**config.mk**
```make
export PLATFORM = sky130hd
export DESIGN_NAME = mul_sequencer_flat
export DESIGN_NICKNAME = d
export VERILOG_FILES = /design/src/rtl/mul_sequencer_if.sv /design/src/rtl/mul_sequencer.sv /design/src/flat_wrapper.sv
export SDC_FILE = /design/constraint.sdc
export NUM_CORES = 1
export LEC_CHECK = 0
export ABC_AREA = 1
export CAP_MARGIN = 10
export CELL_PAD_IN_SITES_DETAIL_PLACEMENT = 0
export CELL_PAD_IN_SITES_GLOBAL_PLACEMENT = 1
export CORE_AREA = 5 5 57 59
export CTS_BUF_LIST = sky130_fd_sc_hd__clkbuf_8
export DETAILED_ROUTE_END_ITERATION = 8
export DIE_AREA = 0 0 62 64
export GPL_ROUTABILITY_DRIVEN = 0
export PLACE_DENSITY_LB_ADDON = 0.05
export SETUP_SLACK_MARGIN = 0.05
export SLEW_MARGIN = 20
export SYNTH_ARGS = -nofsm -noshare
export SYNTH_HDL_FRONTEND = slang
export SYNTH_SLANG_ARGS = --single-unit
export TNS_END_PERCENT = 5
```
**constraint.sdc**
```tcl
create_clock -name clk -period 1.1 [get_ports clk]
set_input_delay 0.165 -clock clk [delete_from_list [all_inputs] [get_ports clk]]
set_output_delay 0.165 -clock clk [all_outputs]
set_load 0.01 [all_outputs]
```
**src/rtl/mul_sequencer_if.sv**
```systemverilog
// rtl/mul_sequencer_if.sv - decode/multiplier/writeback bundle for mul_sequencer
//
// master : decode stage and writeback arbiter (drives id_*, flush, wb_ack)
// slave  : mul_sequencer (drives mul_load, mul_step, mul_busy, stall, wb_req, wb_rd)
interface mul_sequencer_if;
   logic       id_valid;
   logic       mul_start;
   logic [4:0] id_rs;
   logic [4:0] id_rt;
   logic [4:0] id_rd;
   logic       id_wr_regfile;
   logic       flush;
   logic       wb_ack;
   logic       mul_load;
   logic       mul_step;
   logic       mul_busy;
   logic       stall;
   logic       wb_req;
   logic [4:0] wb_rd;

   modport master (
      output id_valid, mul_start, id_rs, id_rt, id_rd, id_wr_regfile, flush, wb_ack,
      input  mul_load, mul_step, mul_busy, stall, wb_req, wb_rd
   );

   modport slave (
      input  id_valid, mul_start, id_rs, id_rt, id_rd, id_wr_regfile, flush, wb_ack,
      output mul_load, mul_step, mul_busy, stall, wb_req, wb_rd
   );
endinterface

```
**src/rtl/mul_sequencer.sv**
```systemverilog
// rtl/mul_sequencer.sv - issue and sequencing controller for the iterative multiplier
//
// Ports:
//   clk  : clock, all state on the rising edge
//   rst  : synchronous active-high reset
//   bus  : mul_sequencer_if.slave
//          in : id_valid, mul_start, id_rs, id_rt, id_rd, id_wr_regfile, flush, wb_ack
//          out: mul_load, mul_step, mul_busy, stall, wb_req, wb_rd
// Build option: MULSEQ_HAZARD_EN adds RAW/WAW stalls against the in-flight destination.
module mul_sequencer #(
   parameter int N_ITER = 16,
   parameter int CNT_W  = 5
) (
   input  logic           clk,
   input  logic           rst,
   mul_sequencer_if.slave bus
);
   typedef enum logic [1:0] {
      IDLE = 2'd0,
      RUN  = 2'd1,
      WB   = 2'd2
   } state_t;

   state_t           state, state_nxt;
   logic [CNT_W-1:0] cnt, cnt_nxt;
   logic [4:0]       pend_rd, pend_rd_nxt;
   logic             issue;
   logic             hazard;
   logic             stall_c;

   always_ff @(posedge clk) begin
      if (rst) begin
         state   <= IDLE;
         cnt     <= '0;
         pend_rd <= '0;
      end else begin
         state   <= state_nxt;
         cnt     <= cnt_nxt;
         pend_rd <= pend_rd_nxt;
      end
   end

   // Outputs are forced low during reset, so a mul in decode cannot issue then.
   assign issue = (state == IDLE) && bus.id_valid && bus.mul_start && !bus.flush && !rst;

`ifdef MULSEQ_HAZARD_EN
   // r0 never holds a live result, so a pending write to it cannot hazard.
   assign hazard = (pend_rd != 5'd0) &&
                   ((bus.id_rs == pend_rd) || (bus.id_rt == pend_rd) ||
                    (bus.id_wr_regfile && (bus.id_rd == pend_rd)));
`else
   assign hazard = 1'b0;
`endif

   // The issuing mul itself never stalls; only younger decode instructions do.
   assign stall_c = (state != IDLE) && !rst && bus.id_valid && !bus.flush &&
                    (bus.mul_start || hazard);

   always_comb begin
      state_nxt   = state;
      cnt_nxt     = cnt;
      pend_rd_nxt = pend_rd;
      case (state)
         IDLE: begin
            if (issue) begin
               state_nxt   = RUN;
               cnt_nxt     = CNT_W'(N_ITER - 1);
               pend_rd_nxt = bus.id_rd;
            end
         end
         RUN: begin
            // cnt==0 is the final step cycle.
            if (cnt == '0) begin
               state_nxt = WB;
            end else begin
               cnt_nxt = cnt - 1'b1;
            end
         end
         WB: begin
            if (bus.wb_ack) begin
               state_nxt = IDLE;
            end
         end
         default: state_nxt = IDLE;
      endcase
   end

   assign bus.mul_load = issue;
   assign bus.mul_step = (state == RUN);
   assign bus.mul_busy = (state != IDLE);
   assign bus.stall    = stall_c;
   assign bus.wb_req   = (state == WB);
   assign bus.wb_rd    = pend_rd;
endmodule

```
**src/flat_wrapper.sv**
```systemverilog
// flat-port wrapper written by rule: the top's interface ports become plain ports
module mul_sequencer_flat 
#(
   parameter int N_ITER = 16,
   parameter int CNT_W  = 5
)
  (clk, rst, bus_id_valid, bus_mul_start, bus_id_rs, bus_id_rt, bus_id_rd, bus_id_wr_regfile, bus_flush, bus_wb_ack, bus_mul_load, bus_mul_step, bus_mul_busy, bus_stall, bus_wb_req, bus_wb_rd);
  mul_sequencer_if bus_i ();
  input  logic clk;
  input  logic rst;
  input wire logic [$bits(bus_i.id_valid)-1:0] bus_id_valid;
  input wire logic [$bits(bus_i.mul_start)-1:0] bus_mul_start;
  input wire logic [$bits(bus_i.id_rs)-1:0] bus_id_rs;
  input wire logic [$bits(bus_i.id_rt)-1:0] bus_id_rt;
  input wire logic [$bits(bus_i.id_rd)-1:0] bus_id_rd;
  input wire logic [$bits(bus_i.id_wr_regfile)-1:0] bus_id_wr_regfile;
  input wire logic [$bits(bus_i.flush)-1:0] bus_flush;
  input wire logic [$bits(bus_i.wb_ack)-1:0] bus_wb_ack;
  output wire logic [$bits(bus_i.mul_load)-1:0] bus_mul_load;
  output wire logic [$bits(bus_i.mul_step)-1:0] bus_mul_step;
  output wire logic [$bits(bus_i.mul_busy)-1:0] bus_mul_busy;
  output wire logic [$bits(bus_i.stall)-1:0] bus_stall;
  output wire logic [$bits(bus_i.wb_req)-1:0] bus_wb_req;
  output wire logic [$bits(bus_i.wb_rd)-1:0] bus_wb_rd;
  assign bus_i.id_valid = bus_id_valid;
  assign bus_i.mul_start = bus_mul_start;
  assign bus_i.id_rs = bus_id_rs;
  assign bus_i.id_rt = bus_id_rt;
  assign bus_i.id_rd = bus_id_rd;
  assign bus_i.id_wr_regfile = bus_id_wr_regfile;
  assign bus_i.flush = bus_flush;
  assign bus_i.wb_ack = bus_wb_ack;
  assign bus_mul_load = bus_i.mul_load;
  assign bus_mul_step = bus_i.mul_step;
  assign bus_mul_busy = bus_i.mul_busy;
  assign bus_stall = bus_i.stall;
  assign bus_wb_req = bus_i.wb_req;
  assign bus_wb_rd = bus_i.wb_rd;
  mul_sequencer #(.N_ITER(N_ITER), .CNT_W(CNT_W)) u_core (.clk(clk), .rst(rst), .bus(bus_i));
endmodule
```
[Yosys cells after proc, flatten, opt, wreduce, memory -nomap -nowiden]
Index checks and enable logic that the tools add are counted.
Word-level totals
  output and inout port bits: 10
  input bits: 22
  word-level logic and storage cells: 34
  flip-flop bits (word level): 12
Operators by class
  muxes and demuxes: 7
  reduce and logical (&&, ||, !) cells: 17
  equality and inequality tests: 6
  add/subtract/negate cells: 1
Operators with widths (number)
  two-way mux 5 bit: 2
  case mux 5 bit (2 select lines): 1
  logical AND 1 bit: 8
  two-way mux 2 bit: 3
  inequality test 2 bit, second input constant: 3
  case mux 2 bit (3 select lines): 1
  AND reduction 3 bit: 2
  logical NOT 5 bit: 1
  subtractor 5 x 1 -> 5 bit, second input constant: 1
  nonzero test 2 bit: 2
  equality test 2 x 1 -> 1 bit, second input constant: 1
  equality test 2 bit, second input constant: 1
  logical NOT 1 bit: 2
  logical NOT 2 bit: 1
  inequality test 2 x 1 -> 1 bit, second input constant: 1
  AND reduction 2 bit: 1

[Logic depth before layout (Yosys ltp)]
  depth in word-level cells: 7
  depth in mapped cells: 8
  depth with buffers taken out: 8

[Worst setup path after synthesis]
OpenSTA, ideal clock, no wires.
  path kind: reg2reg
  start point: reg u_core.cnt[0]
  end point: reg u_core.cnt[3]
  required time: 0.969 ns
  buffers on the path: 0
  setup time: 0.131 ns
  arrival: 0.984 ns
  stages on the path, launching flop included: 8
  path slack: -0.015 ns
  clock period less this slack: 1.115 ns
  cell sequence: dfxtp_1 > inv_1 > ha_1 > nand3_1 > nand2_2 > nand2_4 > nand2_1 > a21oi_2
Between the ends
  cells in the longest elaborated chain, start to end: 3
  elaborated cells between the ends (all ways): 6
  those cells by class: 1 x add/sub; 1 x eq/ne; 2 x mux; 2 x reduce/logical
Ends and longest elaborated chain
  from (decl): RTL line mul_sequencer.sv:25  | logic [CNT_W-1:0] cnt, cnt_nxt;
  from (signal assigned): RTL line mul_sequencer.sv:38  | cnt <= cnt_nxt;
  subtractor 5 x 1 -> 5 bit or logical NOT 5 bit (tied branches): RTL line mul_sequencer.sv:76, mul_sequencer.sv:73
  two-way mux 5 bit or inequality test 2 bit (tied branches)
  case mux 5 bit (2 select lines) or AND reduction 3 bit (tied branches)
Several ways; a longest one is shown, not always the timed one. The select of a mux whose other input is x is not followed.
A chain may end at the register's enable or synchronous reset.

[Worst setup path in the final report]
  start point: reg u_core.state[1]
  end point: out bus_stall
Between the ends
  cells in the longest elaborated chain, start to end: 5
Ends and longest elaborated chain
  from (decl): RTL line mul_sequencer.sv:24  | state_t state, state_nxt;
  from (signal assigned): RTL line mul_sequencer.sv:37  | state <= state_nxt;
  nonzero test 2 bit: RTL line mul_sequencer.sv:56  | assign stall_c = (state != IDLE) && !rst && bus.id_valid && !bus.flush &&
  logical AND 1 bit (4 in series): RTL line mul_sequencer.sv:56
  to (decl): RTL line flat_wrapper.sv:22  | output wire logic [$bits(bus_i.stall)-1:0] bus_stall;
No other way between the ends.

==> results.rst <==
.. list-table::
   :header-rows: 1

   * - Metric
     - Value
   * - Detailed route wirelength on metal2
     - 765 um
   * - Power per standard cell area
     - 1140 nW/um^2
   * - Slowest cell on the critical path
     - sky130_fd_sc_hd__dfxtp_2
   * - Number of top-level pins
     - 32
   * - H-Tree Depth
     - 1
   * - Number of buffers added for setup after CTS
     - 0
   * - Iteration-0 DRC count of the detailed router
     - 20
   * - Antenna viol nets, final
     - 0
   * - Root Buffer
     - sky130_fd_sc_hd__clkbuf_8
   * - Die ar.
     - 3970 sq um
   * - Total length of routed wires
     - 1580 um
   * - Largest stage delay on the critical path
     - 0.36 ns
   * - Sequential-to-total area share from yosys stat
     - 41.6%
   * - Detailed-route wire length on metal 1
     - 716 um
   * - Crit path capture
     - bus_stall
   * - Most common cell after layout, fill and taps aside
     - sky130_fd_sc_hd__nand2_1
   * - Clock transition time at the flip-flop clock pins of the worst setup and hold paths
     - 0.06 ns
   * - Crit path from
     - u_core.state[1]
   * - Routed length per instance
     - 10.8 um
   * - Final Setup Violations
     - 4
   * - Remaining Overflow, GRT
     - 0
   * - End of the worst register-to-register path
     - u_core.cnt[2]
   * - CTS tree
     - built
   * - Number of nets in the synthesized netlist
     - 103
   * - Final routed DRC violation total
     - 0
   * - Worst reg-to-reg setup slack
     - 0 ns
   * - Post-layout worst setup margin
     - -0.0870 ns
   * - Type of the tightest min-delay check
     - reg2reg
   * - Critical path data required time
     - 0.94 ns
   * - Setup TNS Final
     - -0.141 ns
   * - Inserted Clock Buffers
     - 3
   * - Number of detailed-routing iterations run before antenna repair
     - 4
   * - Unrepaired setup endpoints after global routing
     - yes
   * - Slew HR
     - 86.8%
   * - Starting density of the core
     - 21.7%
   * - Count of synthesis-stage warnings from yosys
     - 0
   * - Pre-CTS setup slack
     - -0.567 ns
   * - Leading cell types in the layout, fill and taps excluded
     - sky130_fd_sc_hd__nand2_1, sky130_fd_sc_hd__buf_4, sky130_fd_sc_hd__dfxtp_1
   * - Cell breakdown of the critical path
     - nor2_4, nor4_2, buf_2
   * - Wire length on met3
     - 88 um
   * - Overall Global Routing Usage
     - 9.12%
   * - Transition at the pin with the smallest max-transition slack
     - 0.197 ns
   * - Number of synthesized register bits
     - 12
   * - Critical R2R Launch
     - u_core.state[1]
   * - Core region area
     - 2660 sq um
   * - Leak Pwr
     - 0.457 nW
   * - Initial antenna violation count
     - 0
   * - Row count
     - 19
   * - Max Used Layer
     - met4
   * - Crit path capture type
     - output pin
   * - Instance count along the most critical hold path
     - 2
   * - Final hold violation count
     - 0
   * - Number of I/O port buffers
     - 20
   * - HPWL after detailed placement
     - 1240 um
   * - Crit path max fanout
     - 3
   * - Post-Synthesis Cells
     - 80
   * - Result of the run
     - finished, violations left
   * - Critical path startpoint category
     - flop
   * - Violated checks
     - negative setup slack
   * - Die width
     - 62 um
   * - Crit Path Category
     - reg2out
   * - Vert. Die Dim
     - 64 um
   * - Worst ir drop on vdd
     - 0.703 mV
   * - Mean instance size in the synthesized netlist
     - 7.21 sq um
   * - Setup skew after layout
     - 0.00201 ns
   * - Latest clock arrival within the worst-skew pair
     - 0.24 ns
   * - Global-route wire length before repair
     - 2700 um
   * - Count of cell types in the netlist
     - 19
   * - Clock tree sinks
     - 12
   * - Antenna Cells
     - 0
   * - Post-route core utilization
     - 37.5%
   * - Fraction of layout cells with a size suffix above 1
     - 38.3%
   * - Ratio of final minimum period to clock period
     - 108%
   * - # Max-Cap Violations
     - 0
   * - Timing-limited maximum frequency
     - 0.842 GHz
   * - Via density
     - 4.27
   * - Reg2Reg Depth
     - 7
   * - Maximum number of pins on one net before global-route repair
     - 11
   * - Post-route minimum period
     - 1.19 ns
   * - Standard cell area after detailed placement
     - 920 sq um
   * - Worst endpoint data arrival time
     - 1.02 ns
   * - Count of nets after finishing
     - 139
   * - Overall power after layout
     - 1.13 mW
   * - Routed vias
     - 624
   * - Synth-to-Final Area Change
     - 73.1%
   * - Final count of pins violating max slew
     - 0
   * - Finished layout cell area
     - 998 sq um
   * - CTS Buffer Depth
     - 2
   * - CTS Hold Buffers Added
     - 0
   * - Netlist Area Pre-Place
     - 577 sq um
   * - Vias in the first global route
     - 619
power breakdown:
group          total [mW]  switching (mW)  internal (mW)
Sequential          0.455         0.00767          0.447
Combinational       0.187          0.0884         0.0983
Clock               0.492           0.176          0.316
Yosys cell counts, drive strengths merged:
cell     n  share of area, %
nand2   23                17
dfxtp   12                42
inv     11               7.2
nor2    10               8.2
a21oi    9               9.8
nand3    7               8.2
nor3     2               1.7
o21ai    2               1.7
clkbuf   1              0.65
clkinv   1              0.87
ha       1               2.2
nor4     1               1.1
sequential cells by signal (all words and copies together), names as in the netlist:
register          cells
u_core.state          2
u_core.bus.wb_rd      5
u_core.cnt            5
cell families (layout without fill, tap and decap cells):
family | after synthesis | after routing | share of synthesized area [%]
and+or+nand+nor | 43 | 43 | 36.0
buffers and inverters | 13 | 48 | 8.68
DFF | 12 | 12 | 41.6
AOI/OAI and AO/OA | 11 | 11 | 11.5
adders and majority gates | 1 | 1 | 2.17
routing by layer:
layer	GRT usage, %	vias to the layer above
met1	11.6	286
met3	2.41	2
met5	0	-
met2	14.1	14
met4	3.98	0
li1	-	322
through the flow:
step | std cells | hold slack (ns)
after floorplan | 80 | 0.310
after global placement | 142 | 0.437
after detailed placement | 142 | 0.435
after CTS | 146 | 0.447
after global routing | 146 | 0.474
final | 146 | 0.451
final cells by class:
cell class	count	area [sq um]
fillers	292	1660
repair buffers	32	272
multi-input cells	55	344
flip-flops and latches	12	243
well taps	31	38.8
inverters	12	46.3
clock buffers	4	55.1
critical path, delay by kind of cell, from the launching register on:
family / cells / cell delay [ns]
buf+inv: 1 / 0.17
flops: 1 / 0.36
simple gates: 2 / 0.25
how the worst min path moves through the flow:
stage	end	from
final	u_core.cnt[4]	u_core.cnt[4]
after global routing	u_core.cnt[4]	u_core.cnt[4]
after CTS	u_core.cnt[4]	u_core.cnt[4]
after detailed placement	u_core.cnt[4]	u_core.cnt[4]
after global placement	u_core.cnt[4]	u_core.cnt[4]
after floorplan	u_core.bus.wb_rd[0]	bus_id_rd[0]
repair_timing:
item | in CTS | in global routing
pin swaps | 3 | 4
resized for setup | 30 | 13
setup endpoints to repair | 21 | 18
endpoints found under the hold margin | 0 | 0
Power figures use the tool's default switching activity.
